--- src/rtl/structs_pkg.sv ---
// Shared front-end types: the fetch-stage packet, the fetch queue depth and its control FSM states.
package structs_pkg;

    localparam int FQ_DEPTH = 8;

    typedef struct packed {
        logic [31:0] pc;
        logic [31:0] instruction;
        logic        prediction;
        logic        branch;
        logic        jump;
        logic [3:0]  ras_ptr;
        logic [31:0] jalr_address;
        logic [3:0]  mcause;
        logic        exception;
    } pipe_in_t;

    typedef enum logic {
        RUN  = 1'b0,
        HOLD = 1'b1
    } fq_state_t;

endpackage

--- src/rtl/fetch_queue.sv ---
// Fetch queue: circular buffer between fetch and decode with commit-driven flush and a
// hold state that stops enqueueing once an excepting packet has entered.
module fetch_queue
    import structs_pkg::*;
#(
    parameter int DEPTH = FQ_DEPTH
) (
    input  logic                   clk,
    input  logic                   reset,
    input  pipe_in_t               pipe_in,
    input  logic                   mispredicted,
    input  logic                   exception,
    input  logic                   mret,
    input  logic                   deq_ready,
    output logic                   deq_valid,
    output pipe_in_t               deq_data,
    output logic                   stall,
    output logic [$clog2(DEPTH):0] count
);

    localparam int PTR_W = $clog2(DEPTH);
    localparam int CNT_W = PTR_W + 1;

    pipe_in_t             mem_q [DEPTH];
    logic     [PTR_W-1:0] head_q, head_d;
    logic     [PTR_W-1:0] tail_q, tail_d;
    logic     [CNT_W-1:0] count_q, count_d;
    fq_state_t            state_q, state_d;

    logic flush;
    logic full;
    logic hold;
    logic enq;
    logic deq;

    assign flush = mispredicted | exception | mret;
    assign full  = (count_q == CNT_W'(DEPTH));
    assign hold  = (state_q == HOLD);

    // Full blocks enqueue even when a dequeue frees a slot in the same cycle.
    assign enq = !flush && !full && !hold;
    assign deq_valid = (count_q != '0) && !flush;
    assign deq = deq_valid && deq_ready;

    assign deq_data = mem_q[head_q];
    assign count    = count_q;
    // Released during a flush so fetch can take the redirect immediately.
    assign stall    = (full || hold) && !flush;

    always_comb begin
        head_d  = head_q;
        tail_d  = tail_q;
        count_d = count_q;
        state_d = state_q;
        if (flush) begin
            head_d  = '0;
            tail_d  = '0;
            count_d = '0;
            state_d = RUN;
        end else begin
            if (enq) begin
                tail_d = tail_q + PTR_W'(1);
            end
            if (deq) begin
                head_d = head_q + PTR_W'(1);
            end
            count_d = count_q + CNT_W'(enq) - CNT_W'(deq);
            case (state_q)
                RUN:     if (enq && pipe_in.exception) state_d = HOLD;
                HOLD:    state_d = HOLD;
                default: state_d = RUN;
            endcase
        end
    end

    always_ff @(posedge clk) begin
        if (reset) begin
            head_q  <= '0;
            tail_q  <= '0;
            count_q <= '0;
            state_q <= RUN;
        end else begin
            head_q  <= head_d;
            tail_q  <= tail_d;
            count_q <= count_d;
            state_q <= state_d;
        end
    end

    // Storage is data only; reset leaves contents alone since pointers gate visibility.
    always_ff @(posedge clk) begin
        if (!reset && enq) begin
            mem_q[tail_q] <= pipe_in;
        end
    end

endmodule

--- config.mk ---
export PLATFORM = sky130hd
export DESIGN_NAME = fetch_queue
export DESIGN_NICKNAME = d
export VERILOG_FILES = /design/src/rtl/structs_pkg.sv /design/src/rtl/fetch_queue.sv
export SDC_FILE = /design/constraint.sdc
export NUM_CORES = 1
export LEC_CHECK = 0
export CAP_MARGIN = 25
export CORE_MARGIN = 10
export CORE_UTILIZATION = 59
export CTS_CLUSTER_DIAMETER = 30
export CTS_CLUSTER_SIZE = 8
export DETAILED_ROUTE_END_ITERATION = 7
export MAX_ROUTING_LAYER = met4
export PLACE_DENSITY = 0.77
export SLEW_MARGIN = 25
export SYNTH_ARGS = -nofsm -noshare
export SYNTH_HDL_FRONTEND = slang
export SYNTH_SLANG_ARGS = --single-unit
export TNS_END_PERCENT = 10
--- constraint.sdc ---
create_clock -name clk -period 13.9 [get_ports clk]
set_clock_uncertainty 0.2 [all_clocks]
set_input_delay 1.39 -clock clk [delete_from_list [all_inputs] [get_ports clk]]
set_output_delay 1.39 -clock clk [all_outputs]
set_load 0.005 [all_outputs]
After elaboration in Yosys (flattened, before gate mapping)
Memories as Yosys holds them, arrays and structs flattened. A register that Yosys moved wholly into a read port is not among the register bits. Cells that the tools add are included.

Register bits after elaboration: 11. Word-level logic and storage cells: 33. Memories: 1. RAM bits: 864.

Memory list: mem_q (depth 8, width 108, rd ports 1, clocked after Yosys merged registers in 1, write ports 1, RTL line fetch_queue.sv:24) `pipe_in_t mem_q [DEPTH];`.

Bitwise operators: 3. Add/sub/neg operators: 4. Reduce and logical (&&, ||, !) cells: 14. Eq/ne operators: 1. Multiplexer cells: 6.

Operator list (count): 1-bit logical AND (7); 3-bit by 1-bit adder with 3-bit output (second input constant) (2); 3-bit two-way mux (2); 4-bit by 1-bit adder with 4-bit output (1); 4-bit == test (second input constant) (1); 1-bit zero test (4); 4-bit nonzero test (1); 4-bit by 1-bit subtractor with 4-bit output (1); 1-bit two-way mux (3); 1-bit bitwise OR (2); 1-bit case mux with 2 select lines (1); 2-bit OR reduction (1); 1-bit logical OR (1); 1-bit NOT (1).

Depth between registers and ports, before layout
Gate-level depths: netlist (run 1).

Depth after elaboration: 8. Mapped depth: 10. Gate-level depth less buffers: 10.

Worst setup path before layout (run 1)
Ideal clock, no wire load.

Kind: input to register. From: input port exception. To: memory mem_q[4][0] in the netlist's numbering, enable pin. Arrival: 9413 ps. Required time: 12993 ps. Slack: 3579 ps. Buffers on the path: 0. Cell stages on the path: 3. Cell sequence: nor4_2 > nand4_1 > nor3_1.

Word-level cells in the longest chain between the ends: 8.

RTL lines: start: declaration (RTL line fetch_queue.sv:12) `input logic exception,`; 1-bit bitwise OR (2 in a row) (RTL line fetch_queue.sv:36) `assign flush = mispredicted | exception | mret;`; 1-bit zero test (RTL line fetch_queue.sv:41) `assign enq = !flush && !full && !hold;`; 1-bit logical AND (2 in a row) (RTL line fetch_queue.sv:41); 1-bit logical AND (RTL line fetch_queue.sv:92) `if (!reset && enq) begin`; 1-bit two-way mux (RTL line fetch_queue.sv:92); 1-bit two-way mux (implied by the code) (RTL line fetch_queue.sv:93) `mem_q[tail_q] <= pipe_in;`; end: declaration (RTL line fetch_queue.sv:24).

No other way between the ends.

==> results.json, run 1 <==
{
  "antenna_left": 0,
  "grt_max_degree": 171,
  "path_class": "reg -> out",
  "drc": 0,
  "maxSlewViolCount": 0,
  "antenna_found_initial": 11,
  "ctsResizeCount": 0,
  "grt-ovfl-total": 0,
  "fin_crit_sh": 0.431,
  "crit_arrival_ps": 4400,
  "grtUsageTotal": 0.224,
  "start_util": 0.595,
  "fin_crit_ps": 5990,
  "drive_above_1_share": 0.321,
  "final_cell_mix": "edfxtp_1 (864), clkdlybuf4s50_1 (227), mux4_2 (216)",
  "hold_viol_final": 0,
  "wirelength_mm": 70.4,
  "p_leak_uw": 0.0131,
  "synth.distinct_cells": 35,
  "required_ps": 12310,
  "clk_pin_slew_ps": 50,
  "htree_levels": 4,
  "post_drt_wl_per_cell_um": 27.6,
  "fin_nets": 1808,
  "power_density_nw_per_um2": 156,
  "cts_hold_buf": 0,
  "viasPerCell": 6.02,
  "place_hpwl_mm": 36.1,
  "synth_fp_nets": 1462,
  "clock_sinks": 878,
  "drv_cap": 0,
  "crit_fanout": 99,
  "worst_slew_pin_slew_ps": 1070,
  "io_pins": 228,
  "relSlewSlack": 0.288,
  "gp_congestion": 0.758,
  "die_h_um": 259,
  "gr-max-usage-layer": "met2",
  "core_area_um2": 56400,
  "ys_seq_area_frac": 0.781,
  "drtIter0Drc": 1272,
  "met3_usage": 0.0594,
  "gr-usage-met2": 0.357,
  "cp-end-kind": "output pin",
  "portBuffers": 227,
  "die_w_um": 259,
  "syn_area_per_cell_um2": 25.1,
  "clk_path_buf_depth": 3,
  "syn_to_final_growth_pct": 23.3,
  "postCtsSetupBuffers": 0,
  "first_global_vias": 17100,
  "ys_seq_elements": 878,
  "p_total_uw": 6470,
  "dieArea_um2": 66900,
  "hold_class": "reg -> reg",
  "dr.pass1.iters": 4,
  "start_kind": "register",
  "rows": 87,
  "grt_pass1_wl_mm": 108,
  "synth_area_um2": 33600,
  "fmax_mhz": 167,
  "clk-insertion-delay-late_ps": 710,
  "rsz0062_at_grt": "false",
  "tritoncts": "yes",
  "setup_viol": 0,
  "clockRootBuffer": "clkbuf_16",
  "ir_drop_uv": 128,
  "tns_ps": 0,
  "ys_warn_count": 0,
  "via_count": 15400,
  "synth_cells": 1340,
  "status": "finished, final reports clean",
  "met1_usage": 0.273,
  "layout_commonest_cell": "edfxtp_1",
  "numCtsBuffers": 154
}
[sequential cells by signal, summed over array words and instances (netlist names), named ones only]
| signal | cells |
|---|---|
| head_q | 3 |
| hold | 1 |
| mem_q | 864 |
| count | 4 |
| tail_q | 3 |
[layer usage]
layer	up-vias	wire length [µm]
li1	6502	-
met1	8140	27000
met2	600	37100
met3	121	4630
met4	0	1640
met5	-	0
[report_power, final]
group | internal, µW | total [µW] | switching (µW)
Clock | 2250 | 3450 | 1200
Combinational | 48.3 | 97.1 | 48.7
Sequential | 2920 | 2920 | 2.18
[final cells by class]
type                       instances  area (µm²)
multi-input combinational        395        6880
tap                              756         946
clock inverter                    67         741
sequential                       878       26200
clock buffer                     188        4040
fill                            3154       15000
antenna                           12        30.0
inverter                           6        22.5
timing repair buffer             251        2480
[worst paths after layout]
check / start / end / slack [ps] / cells past startpoint
min reg2reg: head_q[2]$_SDFFE_PP0P_ / register / 280 / 2
max: register / deq_data[87] / 7910 / 5
max reg2reg: count[2]$_SDFF_PP0_ / mem_q[2][35]$_DFFE_PP_ / 9820 / 7
min: head_q[2]$_SDFFE_PP0P_ / register / 280 / 2
[synth_stat cells, drive strengths merged]
library cell,count,share of area
nor2,12,0.0013
nor3b,2,0.00045
ha,7,0.0026
or3b,2,0.00052
a21oi,9,0.0013
or4,2,0.00067
a2111o,1,0.00034
mux2,108,0.044
inv,6,0.00067
edfxtp,864,0.77
or3,4,0.00075
mux2i,3,0.00089
dfxtp,14,0.0083
fa,1,0.00060
clkbuf,11,0.0012
mux4,216,0.14
o21ai,5,0.00075
xor2,1,0.00026
buf,50,0.014
nand3,4,0.00060
nor3,3,0.00060
nand2b,4,0.00075
nor4,1,0.00037
o211ai,2,0.00045
and2,1,0.00019
nand4,1,0.00019
a21o,1,0.00022
nand2,5,0.00056
[metrics by stage]
stage	setup slack (ps)	utilization	std cells	hold WS [ps]	cell area [µm²]
after detailed placement	8150	0.649	2286	269	36600
after global routing	7520	0.734	2552	322	41400
after CTS	7730	0.733	2541	287	41400
after global placement	8170	0.648	2286	262	36600
after floorplan	3580	-	1340	256	33600
final	7910	0.734	2553	280	41400
[critical path: stages (launching register included)]
cell	delay [ps]
dfxtp_4	780
buf_4	670
buf_12	640
mux4_2	640
mux2_2	300
clkdlybuf4s50_1	460
[cells by family after synthesis]
logic type | after synthesis | synth area share
compound gates | 18 | 0.00309
xor+xnor | 1 | 0.000261
flops | 878 | 0.781
buf+inv | 67 | 0.0156
mux | 327 | 0.190
fa+ha+maj | 8 | 0.00320
simple gates | 41 | 0.00697
(Power assumes the default switching activity.)
==> run 2: changes to the inputs <==
- clock period: 13.9 -> 6.3 ns (I/O delays scaled with it)
==> results.json, run 2 (synthesis results as in run 1) <==
{
  "hold_path_depth": 2,
  "final_cells": 2556,
  "syn_to_final_growth_pct": 23.2,
  "drv_cap": 0,
  "regMostFlops": "mem_q",
  "postCtsSetupBuffers": 0,
  "io_pins": 228,
  "fin_crit_ps": 4430,
  "r2r-end": "mem_q[2][29]$_DFFE_PP_",
  "tns_ps": 0,
  "clk_path_buf_depth": 3,
  "dieArea_um2": 66900,
  "gp_congestion": 0.720,
  "cts_hold_buf": 0,
  "setup_viol": 0,
  "start_kind": "register",
  "die_w_um": 259,
  "crit_arrival_ps": 3600,
  "grt-ovfl-total": 0,
  "viasPerCell": 5.95,
  "largest_reg_flops": 864,
  "worst_slew_pin_slew_ps": 1040,
  "path_class": "reg -> out",
  "drive_above_1_share": 0.318,
  "die_h_um": 259,
  "critPathBufInv": 3,
  "antenna_left": 0,
  "via_count": 15200,
  "final_cell_mix": "edfxtp_1 (864), clkdlybuf4s50_1 (227), mux4_2 (216)",
  "cpMostUsedCell": "buf_12",
  "power_density_nw_per_um2": 341,
  "clk_pin_slew_ps": 40,
  "post_drt_wl_per_cell_um": 26.9,
  "required_ps": 5470,
  "portBuffers": 227,
  "crit_fanout": 58,
  "tritoncts": "yes",
  "hold_class": "reg -> reg",
  "place_hpwl_mm": 34.9,
  "clock_sinks": 878,
  "grtUsageTotal": 0.218,
  "r2r_cells": 7,
  "status": "finished, final reports clean",
  "grt_max_degree": 109,
  "p_leak_uw": 0.0131,
  "dr.pass1.iters": 5,
  "drc": 0,
  "drtIter0Drc": 1317,
  "fmax_mhz": 226,
  "ir_drop_uv": 265,
  "grt_pass1_wl_mm": 105,
  "slowest_delay_ps": 680,
  "fin_crit_sh": 0.703,
  "rows": 87,
  "fin_nets": 1811,
  "relSlewSlack": 0.305,
  "cpMaxStageDelayCell": "dfxtp_4",
  "maxSlewViolCount": 0,
  "ctsResizeCount": 0,
  "numCtsBuffers": 153,
  "htree_levels": 4,
  "p_total_uw": 14100,
  "path_cells": "buf_12, buf_12, mux4_2, mux2_4, clkdlybuf4s50_1",
  "reg2reg_slack_ps": 3180,
  "antenna_found_initial": 9,
  "min_from": "head_q[2]$_SDFFE_PP0P_",
  "numPlacedInstances": 2289,
  "cp-end-kind": "output pin",
  "path_delay_family": "buffers and inverters",
  "worst_slack_ps": 1870,
  "hold_viol_final": 0,
  "holdWs_ps": 278,
  "core_area_um2": 56400,
  "r2r-start": "count[2]$_SDFF_PP0_",
  "wirelength_mm": 68.9,
  "layout_commonest_cell": "edfxtp_1",
  "start_util": 0.595,
  "clk-insertion-delay-late_ps": 700,
  "rsz0062_at_grt": "false",
  "first_global_vias": 16800,
  "clockRootBuffer": "clkbuf_16",
  "place_ws_ps": 2200
}
-- run 2: power breakdown --
part / internal [µW] / switching [µW] / total, µW / leakage (µW)
clock: 4870 / 2560 / 7430 / 0.00227
combinational: 106 / 106 / 212 / 0.00291
sequential: 6450 / 4.72 / 6450 / 0.00789
total: 11400 / 2670 / 14100 / 0.0131
-- run 2: worst max-delay path by stage --
stage               cells past startpoint                     end       from  slack (ps)
detailed placement                      6  mem_q[4][34]$_DFFE_PP_  exception        2200
global placement                        6  mem_q[4][34]$_DFFE_PP_  exception        2280
finish                                  5            deq_data[21]   register        1870
global route                            5            deq_data[21]   register        1650
floorplan                               3   mem_q[1][0]$_DFFE_PP_  exception        -620
CTS                                     4            deq_data[89]   register        1690
-- run 2: stage by stage --
step | utilization | cell area, µm²
final | 0.734 | 41400
after global routing | 0.734 | 41400
after CTS | 0.733 | 41300
after detailed placement | 0.650 | 36700
after global placement | 0.650 | 36700
after floorplan | - | 33600
-- run 2: layer usage --
metal  track usage  vias to the layer above  wire [µm]
li1              -                     6500          -
met3        0.0585                      106       5000
met2         0.348                      554      36000
met1         0.270                     8038      26500
met5             -                        -          0
met4        0.0745                        0       1360
-- run 2: area by class of cell --
type,instances,area (µm²)
diodes,9,22.5
clock buffers,191,4070
clock inverters,66,607
fillers,3119,15000
inverters,6,22.5
multi-input cells,395,6890
flip-flops and latches,878,26200
well taps,756,946
repair buffers,255,2580
-- run 2: worst min-delay path, stage by stage, from the launching register on --
cell and delay [ps]:
dfxtp_1 300, nand2_1 70, mux2i_1 70
==> run 3: changes to the inputs <==
- CORE_UTILIZATION: 59 -> 53
- PLACE_DENSITY: 0.77 -> 0.73
- clock period: 6.3 -> 3.7 ns (I/O delays scaled with it)
==> results.json, run 3 (synthesis results as in run 1) <==
{
  "start_kind": "register",
  "numCtsBuffers": 154,
  "fmax_mhz": 284,
  "final_cell_mix": "edfxtp_1 (864), clkdlybuf4s50_1 (227), mux4_2 (216)",
  "drive_above_1_share": 0.329,
  "r2r-start": "count[2]$_SDFF_PP0_",
  "rsz0062_at_grt": "false",
  "place_hpwl_mm": 39.4,
  "power_density_nw_per_um2": 570,
  "largest_reg_flops": 864,
  "grt-ovfl-total": 0,
  "cp-end-kind": "output pin",
  "io_pins": 228,
  "grtUsageTotal": 0.199,
  "portBuffers": 227,
  "post_drt_wl_per_cell_um": 26.1,
  "start_util": 0.534,
  "clk_pin_slew_ps": 50,
  "relSlewSlack": 0.561,
  "gp_congestion": 0.755,
  "tritoncts": "yes",
  "regMostFlops": "mem_q",
  "worst_slew_pin_slew_ps": 657,
  "path_cells": "buf_4, mux4_2, mux2_2, clkdlybuf4s50_1",
  "status": "finished, final reports clean",
  "path_class": "reg -> out",
  "drc": 0,
  "dr.pass1.iters": 5,
  "postCtsSetupBuffers": 0,
  "clk_path_buf_depth": 3,
  "ctsResizeCount": 0,
  "layout_commonest_cell": "edfxtp_1",
  "fin_nets": 1830,
  "ir_drop_uv": 507,
  "grt_pass1_wl_mm": 107,
  "first_global_vias": 17000,
  "dieArea_um2": 73800,
  "cpMaxStageDelayCell": "dfxtp_4",
  "rows": 92,
  "critPathBufInv": 2,
  "path_delay_family": "buffers and inverters",
  "fin_crit_ps": 3520,
  "hold_class": "in -> reg",
  "maxSlewViolCount": 0,
  "drv_cap": 0,
  "setup_viol": 0,
  "syn_to_final_growth_pct": 24.8,
  "fin_crit_sh": 0.952,
  "antenna_left": 0,
  "grt_max_degree": 64,
  "drtIter0Drc": 1377,
  "p_total_uw": 23900,
  "clk-insertion-delay-late_ps": 700,
  "wirelength_mm": 69.5,
  "htree_levels": 4,
  "clockRootBuffer": "clkbuf_16",
  "via_count": 15300,
  "hold_viol_final": 0,
  "die_h_um": 272,
  "slowest_delay_ps": 570,
  "crit_arrival_ps": 2950,
  "die_w_um": 272,
  "clock_sinks": 878,
  "viasPerCell": 5.74,
  "cts_hold_buf": 0,
  "min_from": "pipe_in[4]",
  "required_ps": 3130,
  "p_leak_uw": 0.0132,
  "core_area_um2": 62900,
  "holdWs_ps": 190,
  "crit_fanout": 31,
  "antenna_found_initial": 10
}
-- run 3: area by class of cell --
class	count	area [µm²]
Antenna cell	10	25.0
Clock buffer	186	3990
Clock inverter	73	668
Fill cell	3916	21000
Inverter	6	22.5
Multi-Input combinational cell	395	6900
Sequential cell	878	26200
Tap cell	846	1060
Timing Repair Buffer	273	2980
-- run 3: metrics by stage --
stage	TNS, ps	area [µm²]	cells	util	setup slack, ps
6_report	0	41900	2667	0.667	176
5_1_grt	0	41900	2667	0.667	54.9
4_1_cts	0	41900	2657	0.666	32.4
3_5_place_dp	0	37200	2398	0.592	358
3_3_place_gp	0	37200	2398	0.592	394
2_1_floorplan	-829470	33600	1340	-	-1160
-- run 3: routing by layer --
layer	wire length [µm]	part of all wire	track usage	vias to the layer above
li1	-	-	-	6540
met1	28200	0.41	0.253	8131
met3	4790	0.069	0.0564	101
met5	0	0	-	-
met4	1390	0.020	0.0683	0
met2	35100	0.51	0.308	542
-- run 3: path summary, 6_finish.rpt --
path | endpoint | slack, ps | depth (start not counted)
worst min-delay path | mem_q[4][4]$_DFFE_PP_ | 190 | 1
worst max-delay path | deq_data[95] | 180 | 4
worst min register to register | head_q[2]$_SDFFE_PP0P_ | 290 | 2
worst max register to register | count[3]$_SDFF_PP0_ | 830 | 9
-- run 3: report_power, final --
part / total, µW / leakage [µW] / internal (µW) / switching [µW]
registers: 11000 / 0.00789 / 11000 / 7.62
logic: 372 / 0.00307 / 186 / 187
clock network: 12500 / 0.00228 / 8090 / 4430
total: 23900 / 0.0132 / 19300 / 4620
